`config.mk`:
```
export PLATFORM = sky130hd
export DESIGN_NAME = ro_meas_sched
export DESIGN_NICKNAME = d
export VERILOG_FILES = /design/src/rtl/ro_meas_pkg.sv /design/src/rtl/ro_edge_sync.sv /design/src/rtl/ro_meas_sched.sv
export SDC_FILE = /design/constraint.sdc
export NUM_CORES = 1
export LEC_CHECK = 0
export CAP_MARGIN = 10
export CELL_PAD_IN_SITES_DETAIL_PLACEMENT = 1
export CELL_PAD_IN_SITES_GLOBAL_PLACEMENT = 2
export CORE_MARGIN = 5
export CORE_UTILIZATION = 31
export CTS_BUF_LIST = sky130_fd_sc_hd__clkbuf_4
export DETAILED_ROUTE_END_ITERATION = 10
export PLACE_DENSITY_LB_ADDON = 0.3
export SLEW_MARGIN = 10
export SYNTH_ARGS = -nofsm -noshare
export SYNTH_HDL_FRONTEND = slang
export SYNTH_SLANG_ARGS = --single-unit
```
`constraint.sdc`:
```
create_clock -name i_clk -period 2 [get_ports i_clk]
set_input_delay 0.2 -clock i_clk [delete_from_list [all_inputs] [get_ports i_clk]]
set_output_delay 0.2 -clock i_clk [all_outputs]
set_load 0.01 [all_outputs]
```
`src/rtl/ro_meas_pkg.sv`:
```
// rtl/ro_meas_pkg.sv - shared types, defaults and index search for the ring-oscillator scheduler
package ro_meas_pkg;

    typedef enum logic [1:0] {
        ST_IDLE,
        ST_SETTLE,
        ST_GATE,
        ST_REPORT
    } state_t;

    localparam int DEF_SETTLE_CYCLES = 16;
    localparam int DEF_GATE_CYCLES   = 1024;
    localparam int DEF_CNT_W         = 16;
    localparam int MAX_RO            = 16;

    typedef struct packed {
        logic       found;
        logic [3:0] idx;
    } pick_t;

    // Lowest set bit of mask whose index is >= from; found=0 when none remain.
    function automatic pick_t find_from(input logic [MAX_RO-1:0] mask, input int from);
        pick_t p;
        p = '0;
        for (int i = MAX_RO - 1; i >= 0; i--) begin
            if (i >= from && mask[i]) begin
                p.found = 1'b1;
                p.idx   = 4'(i);
            end
        end
        return p;
    endfunction

endpackage

```
`src/rtl/ro_edge_sync.sv`:
```
// rtl/ro_edge_sync.sv - two-flop synchronizer followed by a registered rising-edge detector
module ro_edge_sync (
    input  logic i_clk,
    input  logic i_rst_n,
    input  logic i_async,
    output logic o_rise
);

    logic r_s1;
    logic r_s2;
    logic r_s3;

    always_ff @(posedge i_clk or negedge i_rst_n) begin
        if (!i_rst_n) begin
            r_s1 <= 1'b0;
            r_s2 <= 1'b0;
            r_s3 <= 1'b0;
        end else begin
            r_s1 <= i_async;
            r_s2 <= r_s1;
            r_s3 <= r_s2;
        end
    end

    assign o_rise = r_s2 & ~r_s3;

endmodule

```
`src/rtl/ro_meas_sched.sv`:
```
// rtl/ro_meas_sched.sv - one-at-a-time ring-oscillator enable, settle, gated edge count and result handshake
module ro_meas_sched
    import ro_meas_pkg::*;
#(
    parameter int NUM_RO        = 4,
    parameter int SETTLE_CYCLES = DEF_SETTLE_CYCLES,
    parameter int GATE_CYCLES   = DEF_GATE_CYCLES,
    parameter int CNT_W         = DEF_CNT_W,
    parameter int IDX_W         = 2
) (
    input  logic              i_clk,
    input  logic              i_rst_n,
    input  logic              i_start,
    input  logic              i_stop,
    input  logic              i_cont,
    input  logic [NUM_RO-1:0] i_ro_mask,
    input  logic [NUM_RO-1:0] i_ro_out,
    output logic [NUM_RO-1:0] o_ro_en,
    output logic              o_busy,
    output logic              o_res_valid,
    input  logic              i_res_ready,
    output logic [IDX_W-1:0]  o_res_idx,
    output logic [CNT_W-1:0]  o_res_count,
    output logic              o_res_ovf,
    output logic              o_done
);

    localparam int TMR_MAX = (SETTLE_CYCLES > GATE_CYCLES) ? SETTLE_CYCLES : GATE_CYCLES;
    localparam int TMR_W   = $clog2(TMR_MAX);

    state_t              r_state;
    logic [NUM_RO-1:0]   r_mask;
    logic [NUM_RO-1:0]   r_ro_en;
    logic                r_cont;
    logic                r_busy;
    logic                r_valid;
    logic                r_done;
    logic                r_ovf;
    logic [IDX_W-1:0]    r_idx;
    logic [TMR_W-1:0]    r_tmr;
    logic [CNT_W-1:0]    r_edge_cnt;
    pick_t               w_pick;
    logic                w_go;
    logic                w_rise;

    // Next oscillator: from the fresh mask in IDLE, otherwise above the current index, wrapping only in continuous mode.
    always_comb begin
        w_pick = '0;
        if (r_state == ST_IDLE) begin
            w_pick = find_from(MAX_RO'(i_ro_mask), 0);
        end else begin
            w_pick = find_from(MAX_RO'(r_mask), int'(r_idx) + 1);
            if (!w_pick.found && r_cont) begin
                w_pick = find_from(MAX_RO'(r_mask), 0);
            end
        end
    end

    assign w_go = w_pick.found &&
                  ((r_state == ST_IDLE && i_start) || (r_state == ST_REPORT && i_res_ready));

    ro_edge_sync u_edge_sync (
        .i_clk   (i_clk),
        .i_rst_n (i_rst_n),
        .i_async (i_ro_out[r_idx]),
        .o_rise  (w_rise)
    );

    always_ff @(posedge i_clk or negedge i_rst_n) begin
        if (!i_rst_n) begin
            r_state    <= ST_IDLE;
            r_mask     <= '0;
            r_ro_en    <= '0;
            r_cont     <= 1'b0;
            r_busy     <= 1'b0;
            r_valid    <= 1'b0;
            r_done     <= 1'b0;
            r_ovf      <= 1'b0;
            r_idx      <= '0;
            r_tmr      <= '0;
            r_edge_cnt <= '0;
        end else begin
            r_done <= 1'b0;
            if (i_stop) begin
                r_state <= ST_IDLE;
                r_ro_en <= '0;
                r_busy  <= 1'b0;
                r_valid <= 1'b0;
            end else if (w_go) begin
                if (r_state == ST_IDLE) begin
                    r_mask <= i_ro_mask;
                    r_cont <= i_cont;
                end
                r_state    <= ST_SETTLE;
                r_idx      <= IDX_W'(w_pick.idx);
                r_ro_en    <= NUM_RO'(1) << w_pick.idx;
                r_tmr      <= '0;
                r_edge_cnt <= '0;
                r_ovf      <= 1'b0;
                r_busy     <= 1'b1;
                r_valid    <= 1'b0;
            end else begin
                case (r_state)
                    ST_IDLE: begin
                        if (i_start) begin
                            r_done <= 1'b1;
                        end
                    end
                    ST_SETTLE: begin
                        if (r_tmr == TMR_W'(SETTLE_CYCLES - 1)) begin
                            r_state <= ST_GATE;
                            r_tmr   <= '0;
                        end else begin
                            r_tmr <= r_tmr + 1'b1;
                        end
                    end
                    ST_GATE: begin
                        if (w_rise) begin
                            if (&r_edge_cnt) begin
                                r_ovf <= 1'b1;
                            end else begin
                                r_edge_cnt <= r_edge_cnt + 1'b1;
                            end
                        end
                        if (r_tmr == TMR_W'(GATE_CYCLES - 1)) begin
                            r_state <= ST_REPORT;
                            r_ro_en <= '0;
                            r_valid <= 1'b1;
                            r_tmr   <= '0;
                        end else begin
                            r_tmr <= r_tmr + 1'b1;
                        end
                    end
                    ST_REPORT: begin
                        if (i_res_ready) begin
                            r_state <= ST_IDLE;
                            r_valid <= 1'b0;
                            r_busy  <= 1'b0;
                            r_done  <= 1'b1;
                        end
                    end
                    default: r_state <= ST_IDLE;
                endcase
            end
        end
    end

    assign o_ro_en     = r_ro_en;
    assign o_busy      = r_busy;
    assign o_res_valid = r_valid;
    assign o_res_idx   = r_idx;
    assign o_res_count = r_edge_cnt;
    assign o_res_ovf   = r_ovf;
    assign o_done      = r_done;

endmodule

```
==> flow_metrics.tcl <==
set metrics [dict create \
    period_needed_ns 2.04 \
    rsz0062_at_grt "true" \
    p_per_area_nw_per_um2 1080 \
    grt_max_degree 27 \
    fin_nets 371 \
    p_total_mw 3.91 \
    place_area_um2 3270 \
    grt_pass1_wl_um 12100 \
    gr-total-overflow 0 \
    path_max_fanout 5 \
    cp_data_required_time_ns 2.27 \
    clockRootBuffer "clkbuf_4" \
    htreeDepth 2 \
    syn_area_per_cell_um2 9.50 \
    num_antenna_cells 0 \
    synth_cell_types 51 \
    path_clk_slew_ns 0.15 \
    grt_pass1_vias 2395 \
    cp-start-kind "flop" \
    reg2reg_slack_ns -0.04 \
    relSlewSlack_pct 64.9 \
    gp_congestion 0.841 \
    regToRegStartpoint "r_mask[0]$_DFFE_PN0P_" \
    tightest_slew_ns 0.527 \
    synth_top_cells_by_area "dfrtp_1 46%, nor2_1 5.1%, a21oi_1 3.8%, nand2_1 3.5%, xnor2_1 3.2%" \
    synth_common_cells "46 x dfrtp_1, 34 x nor2_1, 23 x nand2_1, 19 x a21oi_1, 14 x inv_1" \
    place_hpwl_um 5410 \
    wirelength_um 7360 \
    slew_violations 0 \
    r2r_end "r_state[0]$_DFFE_PN0P_" \
    clock_skew_ns 0.00965 \
    drive_gt1_share_pct 28.1 \
    io_pins 40 \
    r2r_cells 6 \
    die_area_um2 9890 \
    ir_drop_v 0.000559 \
    maxCapViolations 0 \
    syn_inst 261 \
    worstSkewPairLatency_ns 0.37 \
    std_cell_rows 32 \
    die_x_um 99.4 \
    fin_ws_ns -0.0430 \
    numCtsBuffers 5 \
    max_freq_mhz 489 \
    clkSinkCount 46 \
    outcome "finished with violations" \
    syn_area_um2 2480 \
    yosysTopAreaCellShare_pct 46.4 \
    finalInstanceArea_um2 3610 \
    ant_nets 0 \
    area_growth_pct 45.6 \
    firstDrtPassIters 4 \
    fin_tns_setup_ns -0.0909 \
    core_um2 7770 \
    post_drt_wl_per_cell_um 16.2 \
    finalHoldViolCount 0 \
    die_h_um 99.4 \
    yosys_warnings 0 \
    critical_path_class "reg2reg" \
    clockBufferDepth 2 \
    period_share_pct 102 \
    vias 2295 \
    drcViolationCount 0 \
    viasPerCell 5.06 \
    detail_route.iter0.violations 51 \
    cts_tree "done" \
    violations "setup timing" \
    seq_area_frac_synth_pct 46.4 \
    synth-seq-cells 46 \
    track_usage_pct 15.1 \
    antenna_found_initial 0 \
    ys_async_sr_fraction_pct 100 \
    leakage_nw 1.52 \
    min_path_type "in2async" \
    start_util_pct 31.9 \
    end_kind "flop" \
    synth_edf_count 0 \
    yosys.area.top_type "dfrtp_1" \
    setup_violations 3 \
    ys.flop_type "dfrtp_1" \
    syn_nets 281 \
    yosysMostFrequentCell "dfrtp_1" \
    port_buffers 39 \
    worstPathArrival_ns 2.31 \
]
[critical path, stage by stage (launching register included)]
cell     delay (ns)
dfrtp_1        0.42
o41a_1         0.46
o31ai_4        0.32
buf_6          0.18
nand2_4        0.06
a31oi_4        0.19
mux2_4         0.32
[logic make-up (layout without fill, tap and decap cells)]
family | Yosys count | count (layout) | synth area share, %
adder cells (fa/ha/maj) | 6 | 6 | 3.03
AO/OA/AOI/OAI | 64 | 65 | 17.6
XOR/XNOR | 12 | 12 | 4.24
flip-flops | 46 | 46 | 46.4
AND/OR/NAND/NOR | 103 | 103 | 20.3
buffers and inverters | 21 | 111 | 3.99
multiplexers | 9 | 9 | 4.44
[state kept, by name (all words and copies together) (netlist names)]
| register | cells |
|---|---|
| o_res_idx | 2 |
| u_edge_sync.r_s2 | 1 |
| r_state | 2 |
| o_done | 1 |
| r_mask | 4 |
| o_res_ovf | 1 |
| o_res_valid | 1 |
| o_busy | 1 |
| r_cont | 1 |
| u_edge_sync.r_s1 | 1 |
| u_edge_sync.r_s3 | 1 |
| r_tmr | 10 |
| o_ro_en | 4 |
| o_res_count | 16 |
[metal layers]
metal,routed length (um),vias to the layer above,global-route usage [%]
met2,3570,28,25.5
li1,-,1119,-
met1,3510,1142,19.8
met3,209,6,2.95
met5,0,-,0
met4,76,0,3.68
[worst max path at each step]
stage | depth (start not counted) | end | startpoint | slack, ns
2_1_floorplan | 8 | r_state[0]$_DFFE_PN0P_ | r_state[0]$_DFFE_PN0P_ | 0.03
3_3_place_gp | 8 | o_res_count[11]$_DFFE_PN0P_ | i_res_ready | -0.06
3_5_place_dp | 8 | r_state[0]$_DFFE_PN0P_ | r_state[0]$_DFFE_PN0P_ | -0.09
4_1_cts | 8 | o_res_count[14]$_DFFE_PN0P_ | r_state[1]$_DFFE_PN0P_ | -0.006
5_1_grt | 6 | r_state[1]$_DFFE_PN0P_ | r_mask[0]$_DFFE_PN0P_ | -0.1
6_report | 6 | r_state[0]$_DFFE_PN0P_ | r_mask[0]$_DFFE_PN0P_ | -0.04
[cell type report]
type,count,area [um^2]
clock buffer,6,45.0
clock inverter,2,37.5
fill,898,4160
inverter,14,52.6
multi-input combinational,195,1390
sequential,46,1150
tap,102,128
timing repair buffer,89,803
[repair_timing]
action	in CTS	in global routing
endpoints found under the hold margin	20	0
buffers inserted	2	5
cloned	0	1
hold buffers	1	0
resized for setup	17	25
pin swaps	3	10
setup endpoints to repair	22	28
[power breakdown]
group          internal [mW]  switching, mW
clock network          0.278          0.329
registers               1.14          0.174
logic                   1.02          0.979
[cell usage in the layout, fill, tap and decap left out, types with 3 or more instances in the layout]
cell type,Yosys,layout
dfrtp_1,46,46
buf_4,0,43
clkdlybuf4s50_1,0,38
nor2_1,34,31
nand2_1,23,22
a21oi_1,19,15
inv_1,14,12
nand3_1,11,11
o21ai_0,10,9
xnor2_1,9,9
nand4_1,8,8
a31oi_1,8,6
clkbuf_4,0,6
nand2b_1,4,4
mux2_2,4,4
a21o_1,4,4
a21oi_2,0,4
buf_6,2,4
nor3_1,3,3
or3_1,6,3
and3_1,4,3
or3_4,0,3
xor2_1,3,3
ha_1,6,3
[per-stage QoR]
stage / std cells / setup slack, ns / hold slack (ns) / utilization, %
after floorplan: 261 / 0.0277 / -0.0956 / -
after detailed placement: 437 / -0.0946 / 0.208 / 42.2
after CTS: 448 / -0.00554 / 0.310 / 44.6
after global placement: 437 / -0.0640 / 0.209 / 42.2
after global routing: 454 / -0.0984 / 0.331 / 46.5
final: 454 / -0.0430 / 0.307 / 46.5
Power figures use the tool's default switching activity.
==> patch (config.mk and constraints unchanged) <==
Encoding of `state_t`: now one-hot (4 bits for 4 states).
--- a/src/rtl/ro_meas_pkg.sv
+++ b/src/rtl/ro_meas_pkg.sv
@@ -1,11 +1,11 @@
 // rtl/ro_meas_pkg.sv - shared types, defaults and index search for the ring-oscillator scheduler
 package ro_meas_pkg;
 
-    typedef enum logic [1:0] {
-        ST_IDLE,
-        ST_SETTLE,
-        ST_GATE,
-        ST_REPORT
+    typedef enum logic [3:0] {
+        ST_IDLE   = 4'b0001,
+        ST_SETTLE = 4'b0010,
+        ST_GATE   = 4'b0100,
+        ST_REPORT = 4'b1000
     } state_t;
 
     localparam int DEF_SETTLE_CYCLES = 16;
Formal check against the unedited RTL: same outputs for any inputs over 4 cycles, from zero or initial values and one cycle with i_rst_n low; so few cycles prove little.
==> patch against the unedited design <==
  * The run still ends with setup timing left
  * Design area up 11%
  * Synthesized cell count up 7.3%
  * Setup slack worse by 0.088 ns
  * Non-clock buffer count up 22
  * Area after synthesis up 8.9%
  * Sequential cell count up 2
  * Clock power down 20%
  * Wire length up 15%
  * Total power down 21%
  * Critical path type unchanged
  * Largest cell class unchanged
==> patch: results (changes against the unedited design) <==
Status
  – Status: finished, violations left
  – Failing checks: setup timing

Timing
  – Final Skew: 0.0121 ns (+0.00241 ns)
  – Worst setup margin: -0.131 ns (-0.0878 ns)
  – Slew headroom: 0.531 (-0.118)
  – Final setup viols: 32 (+29)
  – Total negative slack: -2.73 ns (-2.64 ns)

Power
  – Leak Pwr: 1.62 nW (+6.4%)
  – VDD IR-drop max: 0.511 mV (-8.6%)

Place
  – RePlAce Congestion: 0.817 (-2.8%)
  – Placed Cells: 472 (+8.0%)
  – HPWL after DPL: 6150 um (+14%)

Worst setup path
  – Reg2reg start: r_state[0]
  – End of the worst register-to-register path: r_mask[3]
  – Reg2reg path depth: 8 (+2)
  – CP arrival: 2.41 ns (+0.10 ns)
  – Max FO, Critical Path: 8 (+3)

Final layout
  – Fraction of layout cells with a size suffix above 1: 0.321 (+0.0401)
  – Nets: 404 (+8.9%)
  – Final non-filler cell total: 497 (+9.5%)

Global routing
  – Largest net degree at the start of global routing: 28 (+3.7%)
  – First-pass GRT wire length: 13,500 um (+12%)
  – GRT Total Usage: 0.163 (+0.0121)

Synth
  – Most frequent cells after synthesis: dfrtp_1, nand3_1, a21oi_1
  – Cell variety after synth: 59 (+16%)
  – Sequential element share of the synthesized area: 0.445 (-0.0189)
  – Top cells by area, synth: dfrtp_1, nand3_1, a21oi_1
  – Cells after synthesis: 280 (+7.3%)
  – Syn Nets: 296 (+5.3%)

Routing
  – Initial drt markers: 61 (+20%)
  – Mean routed wirelength per cell: 17.1 um (+5.4%)
  – Vias: 2,684 (+17%)
-- patch: worst max-delay path by stage --
stage / cells past startpoint / end / slack [ns] / from
2_1_floorplan: 6 / r_cont / -0.14 / r_state[0]
3_3_place_gp: 7 / r_mask[3] / -0.14 / i_res_ready
3_5_place_dp: 8 / r_tmr[7] / -0.25 / r_state[0]
4_1_cts: 5 / r_mask[0] / -0.11 / r_state[0]
5_1_grt: 8 / r_tmr[9] / -0.22 / r_state[0]
6_report: 8 / r_mask[3] / -0.13 / r_state[0]
-- patch: logic make-up after synthesis --
| logic type | after synthesis | synth area share |
|---|---|---|
| AND/OR/NAND/NOR | 120 | 0.262 |
| AO/OA/AOI/OAI | 79 | 0.202 |
| flip-flops | 48 | 0.445 |
| buffers and inverters | 19 | 0.0301 |
| multiplexers | 12 | 0.0514 |
| adder cells (fa/ha/maj) | 2 | 0.00927 |
-- patch: metal layers --
metal	vias up	share of wire	global-route usage
li1	1290	-	-
met1	1344	0.45	0.206
met2	38	0.51	0.287
met3	12	0.030	0.0262
met4	0	0.013	0.0458
met5	-	0	0
-- patch: power breakdown --
part	switching (mW)	leakage (nW)	internal (mW)
logic	0.648	0.944	0.698
clock network	0.319	0.0338	0.163
registers	0.114	0.640	1.13
total	1.08	1.62	1.99
-- patch: cell type report --
class	instances	area, um2
fill	981	4590
multi-input combinational	213	1600
sequential	48	1200
clock inverter	1	3.75
inverter	9	33.8
timing repair buffer	111	972
clock buffer	7	52.6
tap	108	135
-- patch: what timing repair did --
item                                    CTS  global route
hold buffers                              1             0
gates resized for setup                  19            29
endpoints found under the setup margin   32            39
pin swaps                                 8            11
gates cloned                              0             1
hold endpoints to repair                 21             0
buffers inserted                          9             6
-- patch: per-stage QoR --
stage / hold slack, ns / power (mW) / util / cell area (um2) / setup slack [ns]
2_1_floorplan: -0.0956 / 1.87 / - / 2720 / -0.136
3_3_place_gp: 0.220 / 2.40 / 0.419 / 3600 / -0.137
3_5_place_dp: 0.222 / 2.44 / 0.419 / 3600 / -0.255
4_1_cts: 0.341 / 3.03 / 0.445 / 3820 / -0.112
5_1_grt: 0.360 / 3.29 / 0.466 / 4000 / -0.217
6_report: 0.326 / 3.07 / 0.466 / 4000 / -0.131
-- patch: critical path, stage by stage (launching register included) --
cell and delay (ns):
dfstp_2 0.40, buf_4 0.13, buf_6 0.13, nand3b_1 0.18
a211oi_2 0.21, buf_4 0.17, o2111ai_4 0.22, nor2_4 0.25
mux2_2 0.36
